File: src/rtl/demux4w_deser.sv
// Per-channel deserializer behind a 4-way bit demux; one hold word per channel, round-robin output.
// Last bit at edge N -> out_valid after N+1; out_ready=0 holds the word, a full hold register drops new words (overflow).
module demux4w_deser #(
   parameter int WIDTH = 8
) (
   input  logic             clk,
   input  logic             rst,
   input  logic             in_valid,
   input  logic [1:0]       sel,
   input  logic             in1,
   input  logic             in2,
   input  logic             in3,
   input  logic             in4,
   output logic             out_valid,
   input  logic             out_ready,
   output logic [WIDTH-1:0] out_data,
   output logic [1:0]       out_chan,
   output logic [3:0]       overflow,
   input  logic             overflow_clr
);

   localparam int CW = (WIDTH > 2) ? $clog2(WIDTH) : 1;
   localparam logic [CW-1:0] CNT_LAST = CW'(WIDTH - 1);

   typedef enum logic {IDLE, PRESENT} state_t;

   logic [WIDTH-1:0] shreg_q [4];
   logic [WIDTH-1:0] shreg_d [4];
   logic [CW-1:0]    cnt_q   [4];
   logic [CW-1:0]    cnt_d   [4];
   logic [WIDTH-1:0] hold_q  [4];
   logic [WIDTH-1:0] hold_d  [4];
   logic [3:0]       hold_full_q, hold_full_d;
   logic [3:0]       overflow_q, overflow_d;
   logic [1:0]       rr_q, rr_d;
   state_t           state_q, state_d;
   logic             out_valid_q, out_valid_d;
   logic [WIDTH-1:0] out_data_q, out_data_d;
   logic [1:0]       out_chan_q, out_chan_d;

   logic [3:0]       in_bits;
   logic             cur_bit;
   logic             drain;
   logic [WIDTH-1:0] word;
   logic             grant_vld;
   logic [1:0]       grant;
   logic [1:0]       idx;

   assign in_bits = {in4, in3, in2, in1};
   assign cur_bit = in_bits[sel];
   assign drain   = (state_q == PRESENT) && out_valid_q && out_ready;

   // Walk from the farthest offset down so the channel nearest rr is the one kept.
   always_comb begin
      grant_vld = 1'b0;
      grant     = rr_q;
      idx       = 2'd0;
      for (int i = 3; i >= 0; i--) begin
         idx = rr_q + 2'(i);
         if (hold_full_q[idx]) begin
            grant_vld = 1'b1;
            grant     = idx;
         end
      end
   end

   always_comb begin
      shreg_d     = shreg_q;
      cnt_d       = cnt_q;
      hold_d      = hold_q;
      hold_full_d = hold_full_q;
      overflow_d  = overflow_clr ? 4'b0000 : overflow_q;
      state_d     = state_q;
      rr_d        = rr_q;
      out_valid_d = out_valid_q;
      out_data_d  = out_data_q;
      out_chan_d  = out_chan_q;
      word        = shreg_q[sel];
      word[cnt_q[sel]] = cur_bit;

      case (state_q)
         IDLE: begin
            if (grant_vld) begin
               out_data_d  = hold_q[grant];
               out_chan_d  = grant;
               out_valid_d = 1'b1;
               state_d     = PRESENT;
            end
         end
         PRESENT: begin
            if (drain) begin
               hold_full_d[out_chan_q] = 1'b0;
               out_valid_d             = 1'b0;
               rr_d                    = out_chan_q + 2'd1;
               state_d                 = IDLE;
            end
         end
         default: state_d = IDLE;
      endcase

      // Completion comes after the drain so a same-edge reload keeps hold_full set.
      if (in_valid) begin
         if (cnt_q[sel] == CNT_LAST) begin
            cnt_d[sel]   = '0;
            shreg_d[sel] = '0;
            if (!hold_full_q[sel] || (drain && (out_chan_q == sel))) begin
               hold_d[sel]      = word;
               hold_full_d[sel] = 1'b1;
            end else begin
               overflow_d[sel] = 1'b1;
            end
         end else begin
            shreg_d[sel] = word;
            cnt_d[sel]   = cnt_q[sel] + CW'(1);
         end
      end
   end

   always_ff @(posedge clk or posedge rst) begin
      if (rst) begin
         for (int c = 0; c < 4; c++) begin
            shreg_q[c] <= '0;
            cnt_q[c]   <= '0;
            hold_q[c]  <= '0;
         end
         hold_full_q <= 4'b0000;
         overflow_q  <= 4'b0000;
         rr_q        <= 2'd0;
         state_q     <= IDLE;
         out_valid_q <= 1'b0;
         out_data_q  <= '0;
         out_chan_q  <= 2'd0;
      end else begin
         for (int c = 0; c < 4; c++) begin
            shreg_q[c] <= shreg_d[c];
            cnt_q[c]   <= cnt_d[c];
            hold_q[c]  <= hold_d[c];
         end
         hold_full_q <= hold_full_d;
         overflow_q  <= overflow_d;
         rr_q        <= rr_d;
         state_q     <= state_d;
         out_valid_q <= out_valid_d;
         out_data_q  <= out_data_d;
         out_chan_q  <= out_chan_d;
      end
   end

   assign out_valid = out_valid_q;
   assign out_data  = out_data_q;
   assign out_chan  = out_chan_q;
   assign overflow  = overflow_q;

endmodule

File: config.mk
export PLATFORM = sky130hd
export DESIGN_NAME = demux4w_deser
export DESIGN_NICKNAME = d
export VERILOG_FILES = /design/src/rtl/demux4w_deser.sv
export SDC_FILE = /design/constraint.sdc
export NUM_CORES = 1
export LEC_CHECK = 0
export ABC_AREA = 1
export CAP_MARGIN = 20
export CORE_ASPECT_RATIO = 1.25
export CORE_MARGIN = 2
export CORE_UTILIZATION = 50
export CTS_CLUSTER_SIZE = 16
export DETAILED_ROUTE_END_ITERATION = 6
export PLACE_DENSITY = 0.68
export SLEW_MARGIN = 0
export SYNTH_ARGS = -nofsm -noshare
export SYNTH_HDL_FRONTEND = slang
export SYNTH_SLANG_ARGS = --single-unit
File: constraint.sdc
create_clock -name clk -period 8.5 [get_ports clk]
set_input_delay 0.85 -clock clk [delete_from_list [all_inputs] [get_ports clk]]
set_output_delay 0.85 -clock clk [all_outputs]
set_load 0.005 [all_outputs]
==> results of run 1 <==
## worst max-delay path by stage
stage               slack, ps    from        to  cells past startpoint
detailed placement       4610  sel[0]  cnt_q[3]                      9
global placement         4700  sel[0]  cnt_q[3]                     11
floorplan                5090     rst  cnt_q[0]                      1
global route             4620  sel[0]  cnt_q[6]                     11
CTS                      4990  sel[0]  cnt_q[3]                      9
finish                   4960  sel[1]  cnt_q[3]                      9
## metrics by stage
step / instances / cell area (µm²) / utilization / hold slack, ps / power (mW)
2_1_floorplan: 616 / 4780 / - / 442 / 1.11
3_3_place_gp: 746 / 5120 / 0.555 / 456 / 1.29
3_5_place_dp: 746 / 5120 / 0.555 / 460 / 1.31
4_1_cts: 762 / 5400 / 0.585 / 476 / 1.69
5_1_grt: 762 / 5400 / 0.585 / 499 / 1.82
6_report: 762 / 5400 / 0.585 / 481 / 1.69
## area by class of cell
type                            instances  area (µm²)
Tap cell                              123         154
Inverter                               59         224
Clock inverter                          6        40.0
Multi-Input combinational cell        437        2010
Clock buffer                           10         239
Sequential cell                        98        2450
Timing Repair Buffer                   29         280
Fill cell                             847        3830
## registers in the layout, indices dropped and copies added (netlist names)
name and count:
cnt_q 12, out_data 8, out_chan 2, state_q 1
hold_full_q 4, shreg_q 32, overflow 4, hold_q 32
out_valid 1, rr_q 2
## layer usage
metal | wire [µm] | global-route usage | vias up
li1 | - | - | 2028
met5 | 0 | 0 | -
met1 | 5130 | 0.314 | 2031
met4 | 195 | 0.0899 | 0
met3 | 466 | 0.0333 | 13
met2 | 5810 | 0.402 | 109
## synthesized netlist by cell type (all sizes together)
master / instances
dfrtp: 98
nand3b: 1
o31ai: 5
ha: 6
buf: 13
o22ai: 3
nor2: 36
inv: 58
a22o: 2
clkbuf: 9
nand4: 2
a21oi: 4
clkinv: 1
nand2: 230
and2: 1
o2111ai: 7
nand3: 73
a22oi: 2
a31oi: 1
o21ai: 64
## where the power goes
group,total [mW],internal [mW],switching [mW]
Combinational,0.618,0.207,0.411
Sequential,0.687,0.603,0.0836
Clock,0.384,0.207,0.177
## critical path: cells and delay by family
kind	cells	cell delay (ps)
simple gates	3	1210
buf+inv	2	840
compound gates	2	310
fa+ha+maj	2	520
## cells by family after synthesis
| kind of cell | share of synthesized area |
|---|---|
| AND/OR/NAND/NOR | 0.297 |
| buffers and inverters | 0.0663 |
| adder cells (fa/ha/maj) | 0.0157 |
| AO/OA/AOI/OAI | 0.108 |
| flip-flops | 0.513 |
==> metrics.md, run 1 <==
| Metric | Value |
|---|---|
| Crit path launch type | `input pin` |
| H-tree depth | `3` |
| TritonRoute pass-1 iters | `5` |
| Mapped Cells | `616` |
| Max Freq | `0.283 GHz` |
| Fin. Hold Viols | `0` |
| I/O Buffers | `25` |
| Hold_sp | `cnt_q[4]` |
| Slowest cell on the critical path | `nor2_1` |
| Fin nets | `651` |
| GRT Util Overall | `0.239` |
| Core area | `9220 µm²` |
| PwrDens | `313 nW/µm²` |
| CP peak stage delay | `760 ps` |
| Yosys Warn Count | `0` |
| Die Y-Extent | `113 µm` |
| Area of the die | `10,400 µm²` |
| Hold Path Sink | `cnt_q[4]` |
| Final slew viol count | `0` |
| CTS tree | `done` |
| Drt initial violations | `306` |
| Worst r2r dst | `out_data[5]` |
| Syn Std Cell Area | `4780 µm²` |
| Largest area contributor in the netlist | `dfrtp_1` |
| First-pass GRT wire length | `19,600 µm` |
| Synth top area share | `0.513` |
| Final Setup Violations | `0` |
| Clk slew on worst S/H paths | `70 ps` |
| Status | `complete, no violations` |
| Sequential cell area fraction in the yosys report | `0.513` |
| Num ports | `26` |
| Worst-skew pair later-pin latency | `350 ps` |
| ANT nets after route | `0` |
| Gr ovfl total | `0` |
| Distinct cells, synth | `27` |
| Hold buffers post-CTS | `0` |
| Commonest cells after routing, fill and taps aside | `230 x nand2_1, 98 x dfrtp_1, 69 x nand3_1` |
| #FFs+latches synth | `98` |
| Setup Fix Bufs, Post-CTS | `0` |
| R2R depth | `12` |
| MaxCap Viol Count | `0` |
| Net Count, Synth | `633` |
| Area Overhead vs Synth | `13.0%` |
| Reg2reg setup slack | `5820 ps` |
| CTS-repair resized insts | `0` |
| Clk buf depth | `2` |
| Via count | `4,181` |
| Number of global-route vias before repair | `4,031` |
| VDD IR-drop max | `164 µV` |
| Initial Util | `0.518` |
| Tmin final | `3540 ps` |
| Max-slew headroom | `0.243` |
| Setup TNS | `0 ps` |
| Leakage Power | `2.61 nW` |
| Initial antenna violation count | `0` |
| RSZ-0062 raised after global routing | `no` |
| Critical path arrival | `3750 ps` |
| Mean Syn Cell Area | `7.75 µm²` |
| Worst Max-Slew Pin Slew | `1130 ps` |
| CP Cell Sequence | `clkdlybuf4s50_1 -> nor2_1 -> a22oi_1 -> nand2_1 -> ha_1 -> ha_1 -> inv_2 -> nand2_1 -> o21ai_0` |
| DP Worst Slack | `4610 ps` |
| Vias per cell | `5.49` |
| RePlAce Congestion | `0.913` |
| Final worst slack | `4960 ps` |
| DRC | `0` |
| CP endpoint kind | `register` |
| Die span in x | `91.4 µm` |
| Routed Wire Length | `11,600 µm` |
| CTS Buf Count | `9` |
| Worst Path Max Fanout | `37` |
| Critical path class | `input pin to register` |
| Detailed Place HPWL | `7900 µm` |
| CTS Sinks | `98` |
| Detail-routed net length per standard cell | `15.2 µm` |
| Hold Crit Class | `register to register` |
| Maximum number of pins on one net before global-route repair | `62` |
| Share of cells above drive strength 1 | `0.0642` |
| Root Buffer | `clkbuf_16` |
| Worst Hold Path Cells | `2` |
| Site Rows | `39` |
| Required @ worst endpoint | `8710 ps` |
| Reg2reg start | `rr_q[0]` |
| Setup Skew | `8.66 ps` |
| N_diodes | `0` |
| Synth top area cells | `dfrtp_1 51%, nand2_1 18%, nand3_1 7.2%` |
| Final Cycle Share | `0.416` |
| Commonest non-fill, non-tap cell in the layout | `nand2_1` |
Power figures use the tool's default switching activity.
==> run 2: changes to the inputs <==
- clock period: 8.5 -> 3.61 ns (I/O delays scaled with it)
==> run 2 against run 1 <==
Effect of this change:
- clock power rose to 2.5 times the previous value
- power rose by 140%
- via count fell by 2.0%
- flip-flop and latch count did not move
- sequential power rose by 140%
- first-iteration DRC count fell by 16%
- highest routed layer unchanged
- largest power group unchanged
- wire length fell by 0.33%
- critical endpoint is now cnt_q[9]
- design area rose by 1.4%
- worst setup slack got worse by 4000 ps
- clock skew barely moved
- cell count rose by 0.92%
- count of clock-buffer cells in the layout rose by 1
==> metrics.md, run 2 (same netlist as run 1, synthesis figures left out) <==
| Metric | Value |
|---|---|
| Required @ worst endpoint | `3870 ps` |
| RSZ-0062 raised after global routing | `no` |
| R2R depth | `12` |
| CTS-repair resized insts | `0` |
| Final slew viol count | `0` |
| Via count | `4,099` |
| Crit path launch type | `input pin` |
| Die span in x | `91.4 µm` |
| I/O Buffers | `25` |
| ANT nets after route | `0` |
| DRC | `0` |
| Worst Max-Slew Pin Slew | `646 ps` |
| Commonest cells after routing, fill and taps aside | `230 x nand2_1, 98 x dfrtp_1, 69 x nand3_1` |
| Core area | `9220 µm²` |
| H-tree depth | `3` |
| Placed cell areas | `5170 µm²` |
| Vias per cell | `5.33` |
| Maximum number of pins on one net before global-route repair | `51` |
| PwrDens | `743 nW/µm²` |
| Fin. Hold Viols | `0` |
| CP endpoint kind | `register` |
| Detail-routed net length per standard cell | `15.0 µm` |
| Tmin final | `2680 ps` |
| Site Rows | `39` |
| Setup TNS | `0 ps` |
| Hold buffers post-CTS | `0` |
| Critical path arrival | `2940 ps` |
| Worst Path Max Fanout | `37` |
| VDD IR-drop max | `339 µV` |
| RePlAce Congestion | `0.858` |
| Routed Wire Length | `11,600 µm` |
| Detailed Place HPWL | `7930 µm` |
| Clk slew on worst S/H paths | `60 ps` |
| CTS Sinks | `98` |
| Number of global-route vias before repair | `3,944` |
| CTS tree | `done` |
| Reg2reg start | `rr_q[0]` |
| Num ports | `26` |
| Design Area, Final | `5470 µm²` |
| Area of the die | `10,400 µm²` |
| Die Y-Extent | `113 µm` |
| Drt initial violations | `256` |
| Critical path class | `input pin to register` |
| Biggest regs | `hold_q: 32 flops, shreg_q: 32 flops, cnt_q: 12 flops` |
| Leakage Power | `2.65 nW` |
| Gr ovfl total | `0` |
| Initial Util | `0.518` |
| Area Overhead vs Synth | `14.6%` |
| Share of cells above drive strength 1 | `0.0728` |
| Max Freq | `0.373 GHz` |
| Setup Fix Bufs, Post-CTS | `0` |
| Fin nets | `658` |
| MaxCap Viol Count | `0` |
| TritonRoute pass-1 iters | `5` |
| Worst-skew pair later-pin latency | `350 ps` |
| Worst Setup SP | `sel[0]` |
| Final Cycle Share | `0.743` |
| Hold Crit Class | `input pin to async pin` |
| Commonest non-fill, non-tap cell in the layout | `nand2_1` |
| GRT Util Overall | `0.241` |
| Max-slew headroom | `0.569` |
| Root Buffer | `clkbuf_16` |
| First-pass GRT wire length | `19,800 µm` |
| Setup Skew | `8.27 ps` |
| Initial antenna violation count | `0` |
| CTS Buf Count | `9` |
| Clk buf depth | `2` |
| N_diodes | `0` |
| Status | `complete, no violations` |
| Final Setup Violations | `0` |
run 2: changes by cell type in the layout (fill, tap and decap cells not counted), sizes merged:
cell,previous run,this run
buf,4,11
clkinv,4,2
bufinv,0,1
clkbuf,10,11
run 2: worst max-delay path: stages:
cell	delay [ps]
clkdlybuf4s50_1	580
nor2_1	140
buf_4	200
a22oi_1	190
nand2_1	210
ha_1	380
inv_2	490
nand2_1	190
o21ai_0	190
run 2: final timing paths:
path / end / slack [ps]
worst max-delay path: cnt_q[9] / 930
worst min-delay path: out_chan[1] / 460
worst max register to register: out_data[5] / 1080
worst min register to register: out_data[6] / 480
max in group asynchronous: hold_q[0] / 2360
min in group clk: out_data[6] / 480
run 2: metrics by stage:
| step | instances | total power [mW] | utilization | setup slack [ps] | hold slack [ps] |
|---|---|---|---|---|---|
| after detailed placement | 753 | 3.09 | 0.561 | 576 | 464 |
| after global placement | 753 | 3.05 | 0.561 | 677 | 457 |
| final | 769 | 4.07 | 0.593 | 928 | 464 |
| after floorplan | 616 | 2.61 | - | 687 | 442 |
| after global routing | 769 | 4.37 | 0.593 | 623 | 496 |
| after CTS | 769 | 4.08 | 0.593 | 931 | 477 |
run 2: cell type report:
| type | instances | area (µm²) |
|---|---|---|
| clock inverters | 5 | 60.1 |
| multi-input cells | 437 | 2010 |
| inverters | 59 | 224 |
| clock buffers | 11 | 243 |
| fillers | 833 | 3750 |
| repair buffers | 36 | 333 |
| flip-flops and latches | 98 | 2450 |
| well taps | 123 | 154 |
run 2: report_power, final:
part / total (mW) / internal [mW] / switching (mW)
Combinational: 1.47 / 0.501 / 0.967
Clock: 0.979 / 0.560 / 0.419
Sequential: 1.62 / 1.42 / 0.200
Total: 4.07 / 2.48 / 1.59
run 2: metal layers:
layer	global-route usage	up-vias	share of wire
li1	-	2039	-
met1	0.323	1936	0.45
met2	0.396	111	0.49
met3	0.0426	13	0.045
met4	0.0869	0	0.016
met5	0	-	0
